File: config.mk
export PLATFORM = sky130hd
export DESIGN_NAME = processador_multiciclo
export DESIGN_NICKNAME = d
export VERILOG_FILES = /design/src/rtl/processador_multiciclo.sv
export SDC_FILE = /design/constraint.sdc
export NUM_CORES = 1
export LEC_CHECK = 0
export CORE_MARGIN = 2
export CORE_UTILIZATION = 53
export DETAILED_ROUTE_END_ITERATION = 10
export GPL_TIMING_DRIVEN = 0
export PLACE_DENSITY_LB_ADDON = 0.2
export REMOVE_ABC_BUFFERS = 1
export SYNTH_ARGS = -nofsm -noshare
export SYNTH_HDL_FRONTEND = slang
export SYNTH_SLANG_ARGS = --single-unit
File: constraint.sdc
create_clock -name clock -period 2.49 [get_ports clock]
set_input_delay 0.6225 -clock clock [delete_from_list [all_inputs] [get_ports clock]]
set_output_delay 0.6225 -clock clock [all_outputs]
set_load 0.05 [all_outputs]
File: src/rtl/processador_multiciclo.sv
// rtl/processador_multiciclo.sv - multi-cycle 8-bit-ISA core with req/ack memories; optional PROC_PERF_CNT_EN counters
module processador_multiciclo #(
    parameter int DATA_W = 8,
    parameter int PC_W   = 8
) (
    input  logic              clock,
    input  logic              reset,
    output logic [PC_W-1:0]   imem_addr,
    output logic              imem_req,
    input  logic              imem_ack,
    input  logic [7:0]        imem_rdata,
    output logic [DATA_W-1:0] dmem_addr,
    output logic [DATA_W-1:0] dmem_wdata,
    output logic              dmem_we,
    output logic              dmem_req,
    input  logic              dmem_ack,
    input  logic [DATA_W-1:0] dmem_rdata,
`ifdef PROC_PERF_CNT_EN
    output logic              halted,
    output logic [31:0]       instret,
    output logic [31:0]       stall_cycles
`else
    output logic              halted
`endif
);

    typedef enum logic [2:0] {
        S_FETCH, S_DECODE, S_EXEC, S_MEM, S_HALTED
    } state_t;

    localparam logic [2:0] OP_ADD  = 3'b000;
    localparam logic [2:0] OP_SUB  = 3'b001;
    localparam logic [2:0] OP_ADDI = 3'b010;
    localparam logic [2:0] OP_LW   = 3'b011;
    localparam logic [2:0] OP_SW   = 3'b100;
    localparam logic [2:0] OP_BEQZ = 3'b101;
    localparam logic [2:0] OP_JMP  = 3'b110;
    localparam logic [2:0] OP_HALT = 3'b111;
    localparam logic [PC_W-1:0] PC_ONE = 1;

    state_t            state_q, state_d;
    logic [PC_W-1:0]   pc_q, pc_d;
    logic [7:0]        ir_q, ir_d;
    logic [DATA_W-1:0] a_q, a_d, b_q, b_d;
    logic [DATA_W-1:0] regs_q [4];
    logic [DATA_W-1:0] regs_d [4];
    logic              halted_q, halted_d;
    logic              imem_req_q, imem_req_d;
    logic              dmem_req_q, dmem_req_d;

    logic [2:0]        op;
    logic [1:0]        rd, rs;
    logic [DATA_W-1:0] imm3_dw;
    logic [PC_W-1:0]   imm3_pc, imm5_pc, pc_plus1;

    assign op       = ir_q[7:5];
    assign rd       = ir_q[4:3];
    assign rs       = ir_q[2:1];
    assign imm3_dw  = {{(DATA_W-3){ir_q[2]}}, ir_q[2:0]};
    assign imm3_pc  = {{(PC_W-3){ir_q[2]}}, ir_q[2:0]};
    assign imm5_pc  = {{(PC_W-5){ir_q[4]}}, ir_q[4:0]};
    assign pc_plus1 = pc_q + PC_ONE;

`ifdef PROC_PERF_CNT_EN
    logic [31:0] instret_q, instret_d, stall_q, stall_d;
    logic        retire;
    assign instret      = instret_q;
    assign stall_cycles = stall_q;
`endif

    // Requests are held in flops; the reset term only masks them during the reset cycle itself
    assign imem_req   = imem_req_q & ~reset;
    assign dmem_req   = dmem_req_q & ~reset;
    assign imem_addr  = pc_q;
    assign dmem_addr  = b_q;
    assign dmem_wdata = a_q;
    assign dmem_we    = (op == OP_SW);
    assign halted     = halted_q;

    // Next-state logic: FSM sequencing, register file writes, ALU and PC update
    always_comb begin
        state_d    = state_q;
        pc_d       = pc_q;
        ir_d       = ir_q;
        a_d        = a_q;
        b_d        = b_q;
        regs_d     = regs_q;
        halted_d   = halted_q;
        imem_req_d = imem_req_q;
        dmem_req_d = dmem_req_q;
`ifdef PROC_PERF_CNT_EN
        retire     = 1'b0;
`endif
        case (state_q)
            S_FETCH: begin
                if (imem_ack) begin
                    ir_d       = imem_rdata;
                    imem_req_d = 1'b0;
                    state_d    = S_DECODE;
                end
            end
            S_DECODE: begin
                a_d = regs_q[rd];
                b_d = regs_q[rs];
                if (op == OP_HALT) begin
                    state_d  = S_HALTED;
                    halted_d = 1'b1;
`ifdef PROC_PERF_CNT_EN
                    retire   = 1'b1;
`endif
                end else if (op == OP_LW || op == OP_SW) begin
                    state_d    = S_MEM;
                    dmem_req_d = 1'b1;
                end else begin
                    state_d = S_EXEC;
                end
            end
            S_EXEC: begin
                case (op)
                    OP_ADD:  regs_d[rd] = a_q + b_q;
                    OP_SUB:  regs_d[rd] = a_q - b_q;
                    OP_ADDI: regs_d[rd] = a_q + imm3_dw;
                    default: ;
                endcase
                if (op == OP_BEQZ && a_q == '0) pc_d = pc_plus1 + imm3_pc;
                else if (op == OP_JMP)          pc_d = pc_plus1 + imm5_pc;
                else                            pc_d = pc_plus1;
                state_d    = S_FETCH;
                imem_req_d = 1'b1;
`ifdef PROC_PERF_CNT_EN
                retire     = 1'b1;
`endif
            end
            S_MEM: begin
                if (dmem_ack) begin
                    if (op == OP_LW) regs_d[rd] = dmem_rdata;
                    pc_d       = pc_plus1;
                    dmem_req_d = 1'b0;
                    imem_req_d = 1'b1;
                    state_d    = S_FETCH;
`ifdef PROC_PERF_CNT_EN
                    retire     = 1'b1;
`endif
                end
            end
            default: ;
        endcase
`ifdef PROC_PERF_CNT_EN
        instret_d = instret_q + {31'd0, retire};
        stall_d   = stall_q + {31'd0, (state_q == S_FETCH && !imem_ack) ||
                                      (state_q == S_MEM && !dmem_ack)};
`endif
    end

    // State registers with synchronous reset; no side effect survives a reset edge
    always_ff @(posedge clock) begin
        if (reset) begin
            state_q    <= S_FETCH;
            pc_q       <= '0;
            ir_q       <= '0;
            a_q        <= '0;
            b_q        <= '0;
            regs_q     <= '{default: '0};
            halted_q   <= 1'b0;
            imem_req_q <= 1'b1;
            dmem_req_q <= 1'b0;
`ifdef PROC_PERF_CNT_EN
            instret_q  <= '0;
            stall_q    <= '0;
`endif
        end else begin
            state_q    <= state_d;
            pc_q       <= pc_d;
            ir_q       <= ir_d;
            a_q        <= a_d;
            b_q        <= b_d;
            regs_q     <= regs_d;
            halted_q   <= halted_d;
            imem_req_q <= imem_req_d;
            dmem_req_q <= dmem_req_d;
`ifdef PROC_PERF_CNT_EN
            instret_q  <= instret_d;
            stall_q    <= stall_d;
`endif
        end
    end

endmodule
Word-level counts from Yosys, hierarchy flattened:

Index checks and enable logic that the tools add are counted.
W data, S select, Z words.

* register bits: 70
* input bits: 20

* $add $sub $neg: 6
* $lt $le $gt $ge: 3
* equal/unequal tests: 16
* multiplexer cells: 32
* bitwise logic cells: 5
* reductions and logical operators: 17

Operator list (count)
* $bwmux W32: 4
* $pmux W32 S3: 1
* $mux W32: 2
* $mux W8: 8
* $pmux W32 S2: 1
* $add A8 B8 Y8: 4
* $bmux W8 S2: 2
* $demux W8 S2: 1
* $pmux W8 S2: 1
* $eq A3 B2 Y1 const B: 4
* $eq A3 B3 Y1 const B: 4
* $pmux W3 S4: 1
* $ne A2 B2 Y1 const B: 5
* $mux W3: 3
* $add A8 B1 Y8 const B: 1
* $logic_not A8 Y1: 1
* $reduce_and A4 Y1: 2
* $sub A8 B8 Y8: 1
* $eq A3 B1 Y1 const B: 2
* $ge A3 B3 Y1 const B: 2
* $logic_not A3 Y1: 2
* $mux W1: 6
* $not A2 Y3: 2
* $reduce_and A2 Y1: 3
* 12 further kinds: 16

Longest topological paths before layout:

* depth after elaboration: 9
* depth in mapped cells: 11
* depth with buffers taken out: 11

Least setup slack after synthesis:

OpenSTA, ideal clock, no wires.

* kind: register to register
* start: reg pc_q[0], in the netlist imem_addr[0]
* end: reg pc_q[6], in the netlist imem_addr[6]
* library setup time: 0.117 ns
* data arrival time: 2.609 ns
* required time: 2.373 ns
* setup slack: -0.237 ns
* cell stages (with the launch flop): 11
* path buffers: 0
* path through: dfxtp_1 > ha_1 > xor2_1 > ha_1 > a21o_1 > a21o_1 > a21o_1 > a21oi_1 > xor2_1 > nand3_1 > a32o_1

* cells in the longest elaborated chain, start to end: 5
* elaborated cells between the ends (all ways): 7
* classes of those cells: add/sub: 3; mux: 4

Ends and longest elaborated chain
* from (decl): RTL line 42 `logic [PC_W-1:0] pc_q, pc_d;`
* from (signal assigned): RTL line 173 `pc_q <= pc_d;`
* $add A8 B1 Y8 *: RTL line 62 `assign pc_plus1 = pc_q + PC_ONE;`
* $add A8 B8 Y8: RTL line 126 `else if (op == OP_JMP) pc_d = pc_plus1 + imm5_pc;`
* $mux W8: RTL line 126
* $mux W8: RTL line 125 `if (op == OP_BEQZ && a_q == '0) pc_d = pc_plus1 + imm3_pc;`
* $pmux W8 S2 *: RTL line 94 `case (state_q)`

Every way passes the cells marked *; elsewhere a longest branch is shown, timed or not. The select of a mux whose other input is x is not followed.
A chain may end at the register's enable or synchronous reset.

Final worst setup path:

* start: reg pc_q[0], in the netlist imem_addr[0]
* end: reg pc_q[7], in the netlist imem_addr[7]

Same word-level chain as after synthesis.

==> results by stage <==
Outcome:
- The flow ran to the end, and the final reports show no timing, DRC or antenna violations.

Logic synthesis:
- The number of warning messages in the yosys log is 0.
- In the post-synthesis netlist, the biggest area contributors are dfxtp_1 26%, ha_1 8.1%, a21oi_1 7.1%, mux4_2 6.7%, nand2_1 6.7%.
- The number of distinct library cells after synthesis is ~70.
- The mapped netlist covers 0.00541 mm².
- The synthesized design contains 0 enable-type register cells.
- The cell count after synthesis is between 600 and 700.
- Of all cell types, the one taking the most synthesized area is dfxtp_1.
- The sequential element share of the synthesized area is 0.259.
- The per-instance average area after synthesis is between 7 and 8 µm².
- The top-area cell type share of the netlist area is 0.259.
- Synthesis inferred 70 register bits.
- The leading register cell type out of synthesis is dfxtp_1.
- The async set-or-reset flop fraction in the synthesized netlist is 0.

Worst setup path:
- The top fanout value on the critical path is 8.
- On the critical path, the stage with the largest delay is an instance of dfxtp_4.
- STA puts the critical path data arrival time at between 2 and 3 ns.
- For flop-to-flop paths, the worst setup slack is a little over 0.09 ns.
- The family with the most delay on the worst path is compound AO/OA/AOI/OAI gates.
- By startpoint and endpoint, the worst setup path is classified as reg -> reg.
- The required time of the critical path is around 2.8 ns.
- For this run, the slowest stage of the critical path takes roughly 0.38 ns.
- The worst register-to-register path begins at imem_addr[0]$_SDFFE_PP0P_.
- Traced cell by cell, the critical path runs through ha_4 -> ha_1 -> a211oi_4 -> o21bai_1 -> or3_1 -> a31oi_2 -> xnor2_1 -> mux2i_1 -> a21oi_1.
- STA classifies the critical path endpoint as a flip-flop.
- The instance count on the critical path is 9.
- The cell count of the worst reg-to-reg path is 9.
- The worst setup path is launched from a flip-flop.
- The endpoint of the most critical register-to-register path is imem_addr[7]$_SDFFE_PP0P_.
- The critical path contains buffers and inverters numbering 0 combined.

Floorplanning:
- The number of cell rows is 36.
- The top-level port count is 48.
- The die area is ~0.011 mm².
- The initial core utilization is 0.551.
- The die span in x is approximately 110 µm.
- The area of the core is approximately 0.0098 mm².
- The height of the die is approximately 110 µm.

Final layout:
- After the last flow step, the layout net total stands at 779.
- The finished layout holds about 860 standard cells, fillers aside.
- The fraction of final layout cells with drive strength greater than 1 is 0.185.
- The sequential cell area is 0.00144 mm².
- 0 antenna diodes ended up in the layout.
- The layout overhead on the synthesized area is 20.9%.
- In the layout the commonest cells are 95 x nand2_1, 73 x a21oi_1, 53 x dfxtp_1.
- The fill cell total of the finished layout is a little under 900.
- The area of the multi-input gates is about 0.0040 mm².
- The most common cell after layout, fill and taps aside is nand2_1.

Routing:
- Dividing the detail-routed via count by the number of cells gives 6.42.
- The length of the first detailed-routing pass in iterations is 5.
- The routed layout has 5512 vias.
- In this run, the number of DRC markers left after iteration 0 of detailed routing was 374.
- The average routed wire per standard cell is 18.8 µm.
- The remaining design rule violation count is 0.
- For this block, the routed nets add up to approximately 16000 µm of wire.
- The remaining antenna violation count is 0.

STA:
- The max-slew headroom at the worst pin is 0.139.
- The setup-violating endpoint count in the final report is 0.
- The highest clock rate is about 420 MHz.
- The shortest period the worst path allows is 2.40 ns.
- The ratio of final minimum period to clock period is 0.964.
- The number of max-slew violations in the final report is 0.
- The hold violation total from the final report is 0.
- Clock skew on the completed layout was measured at about 0.020 ns.
- The accumulated negative setup slack is 0 ns.
- For the pin with the worst max-slew slack, the measured transition is about 1.3 ns.

Pwr:
- The power share of the sequential group is 0.420.
- Of the total power, combinational logic draws 0.249.
- Power spread over the standard cell area amounts to 450 mW/mm².
- Of the total power, the clock network draws 0.330.
- The switching power share of the total is 0.341.
- Internal power comes to just under 2000 µW.
- Across the VDD grid, the largest voltage drop is between 0.0004 and 0.0005 V.
- The leakage component of the power is approximately 0.0024 µW.
- The switching component of the power is between 1000 and 1500 µW.

Global route:
- The number of antenna violations at the first check in global routing came to 0.
- The number of global-route vias before repair is just over 5000.
- The overall overflow remaining after global route is 0.
- The aggregate global-route resource usage is 0.285.
- The maximum number of pins on one net before global-route repair is 41.
- The first global-routing pass estimated around 25000 µm of wire.

Job:
- The number of maximum-capacitance violations is 0.

CTS:
- The clock tree buffer depth is 2.
- At the later pin of the worst-skew pair, clock insertion delay measures ~0.36 ns.
- The tree is rooted in a clkbuf_8.
- Buffers inserted during clock tree synthesis total 9.
- Buffers inserted to repair hold after CTS numbered 0.
- After clock tree synthesis, the clock-pin slew on the worst setup and hold paths is 0.08 ns.
- The TritonCTS clock tree is done.
- The count of clock tree sinks is 70.
- The H-tree was split into 3 levels.

Worst hold path:
- The worst hold path was traced through 2 stages.
- The launch point of the worst hold path is imem_req_q$_SDFFE_PP1P_.
- The endpoint with the worst hold slack is imem_req_q$_SDFFE_PP1P_.
- The worst hold path belongs to the class reg -> reg.

Place:
- The placed cell count is roughly 830.
- The count of buffers inserted at the top-level ports is 47.
- The HPWL after detailed placement is 11200 µm.
- Routability-driven placement finished with a final weighted congestion of 0.940.
routing by layer:
metal,vias up,GRT usage,part of all wire
met2,249,0.458,0.48
met3,24,0.0487,0.078
met1,2656,0.390,0.44
met4,0,0.0867,0.011
li1,2583,-,-
met5,-,0,0
state kept, by name, indices dropped and copies added, names as in the netlist:
signal / count
imem_addr: 8
dmem_addr: 8
ir_q: 8
state_q: 3
halted: 1
dmem_req_q: 1
imem_req_q: 1
regs_q: 32
dmem_wdata: 8
metrics by stage:
step,power [µW],hold slack [ns],area (µm²),setup WS (ns),util
after floorplan,1680,0.433,5230,-0.255,-
after global placement,1890,0.451,5870,-2.41,0.597
after detailed placement,1920,0.450,5900,-0.718,0.601
after CTS,2890,0.471,6250,0.00524,0.636
after global routing,3070,0.497,6540,-0.0308,0.666
final,2950,0.469,6540,0.0908,0.666
how the worst max path moves through the flow:
stage                               from                        end
2_1_floorplan  dmem_addr[1]$_SDFFE_PP0N_     regs_q[5]$_SDFFE_PP0P_
3_3_place_gp                       reset    regs_q[27]$_SDFFE_PP0P_
3_5_place_dp        ir_q[1]$_SDFFE_PP0P_    regs_q[15]$_SDFFE_PP0P_
4_1_cts                            reset                   dmem_req
5_1_grt        imem_addr[2]$_SDFFE_PP0P_  imem_addr[7]$_SDFFE_PP0P_
6_report       imem_addr[0]$_SDFFE_PP0P_  imem_addr[7]$_SDFFE_PP0P_
final cells by class:
class,count,share of cell area
Clock inverter,4,0.00688
Timing Repair Buffer,66,0.0964
Sequential cell,70,0.221
Tap cell,133,0.0254
Clock buffer,12,0.0237
Multi-Input combinational cell,549,0.613
Inverter,24,0.0138
power groups by stage:
| stage | Sequential (µW) | Clock [µW] | Combinational [µW] |
|---|---|---|---|
| final | 1240 | 974 | 734 |
| after global routing | 1250 | 1030 | 791 |
| after CTS | 1240 | 973 | 685 |
| after detailed placement | 1270 | 0 | 641 |
| after global placement | 1270 | 0 | 616 |
| after floorplan | 1270 | 0 | 407 |
tightest hold or removal path, delay by kind of cell (launching register included):
family	cells	cell delay [ns]
flops	1	0.33
simple gates	2	0.12
synth_stat cells, types with 4 or more instances:
library cell,n
xor2_1,10
nand2_1,96
or3_1,4
o211ai_1,7
nand4_1,8
a32oi_1,6
o21ai_0,43
a31oi_1,12
o21bai_1,5
o22ai_1,6
nand3_1,21
inv_1,22
o31ai_1,8
clkbuf_1,22
o221ai_1,5
dfxtp_1,70
ha_1,35
buf_2,11
a21oi_1,77
nor3_1,13
and2_1,5
nor2b_1,7
and3_1,9
a21o_1,7
mux4_2,16
fa_1,4
nor2_1,54
xnor2_1,18
nand2b_1,10
cells by family (layout without fill, tap and decap cells):
kind of cell / after synthesis / in the layout / share of synthesized area
muxes: 20 / 20 / 0.0742
AOI/OAI and AO/OA: 214 / 214 / 0.259
adders and majority gates: 39 / 39 / 0.0957
buffers and inverters: 63 / 106 / 0.0500
xor gates and xnor gates: 28 / 28 / 0.0453
and+or+nand+nor: 248 / 248 / 0.216
DFF: 70 / 70 / 0.259
repair_timing:
action                     4_1_cts  5_1_grt
setup buffers                    7       10
setup endpoints to repair       32       24
resized for setup               37       54
pin swaps                        8       18
No activity file was read; power rests on OpenSTA's default activity.
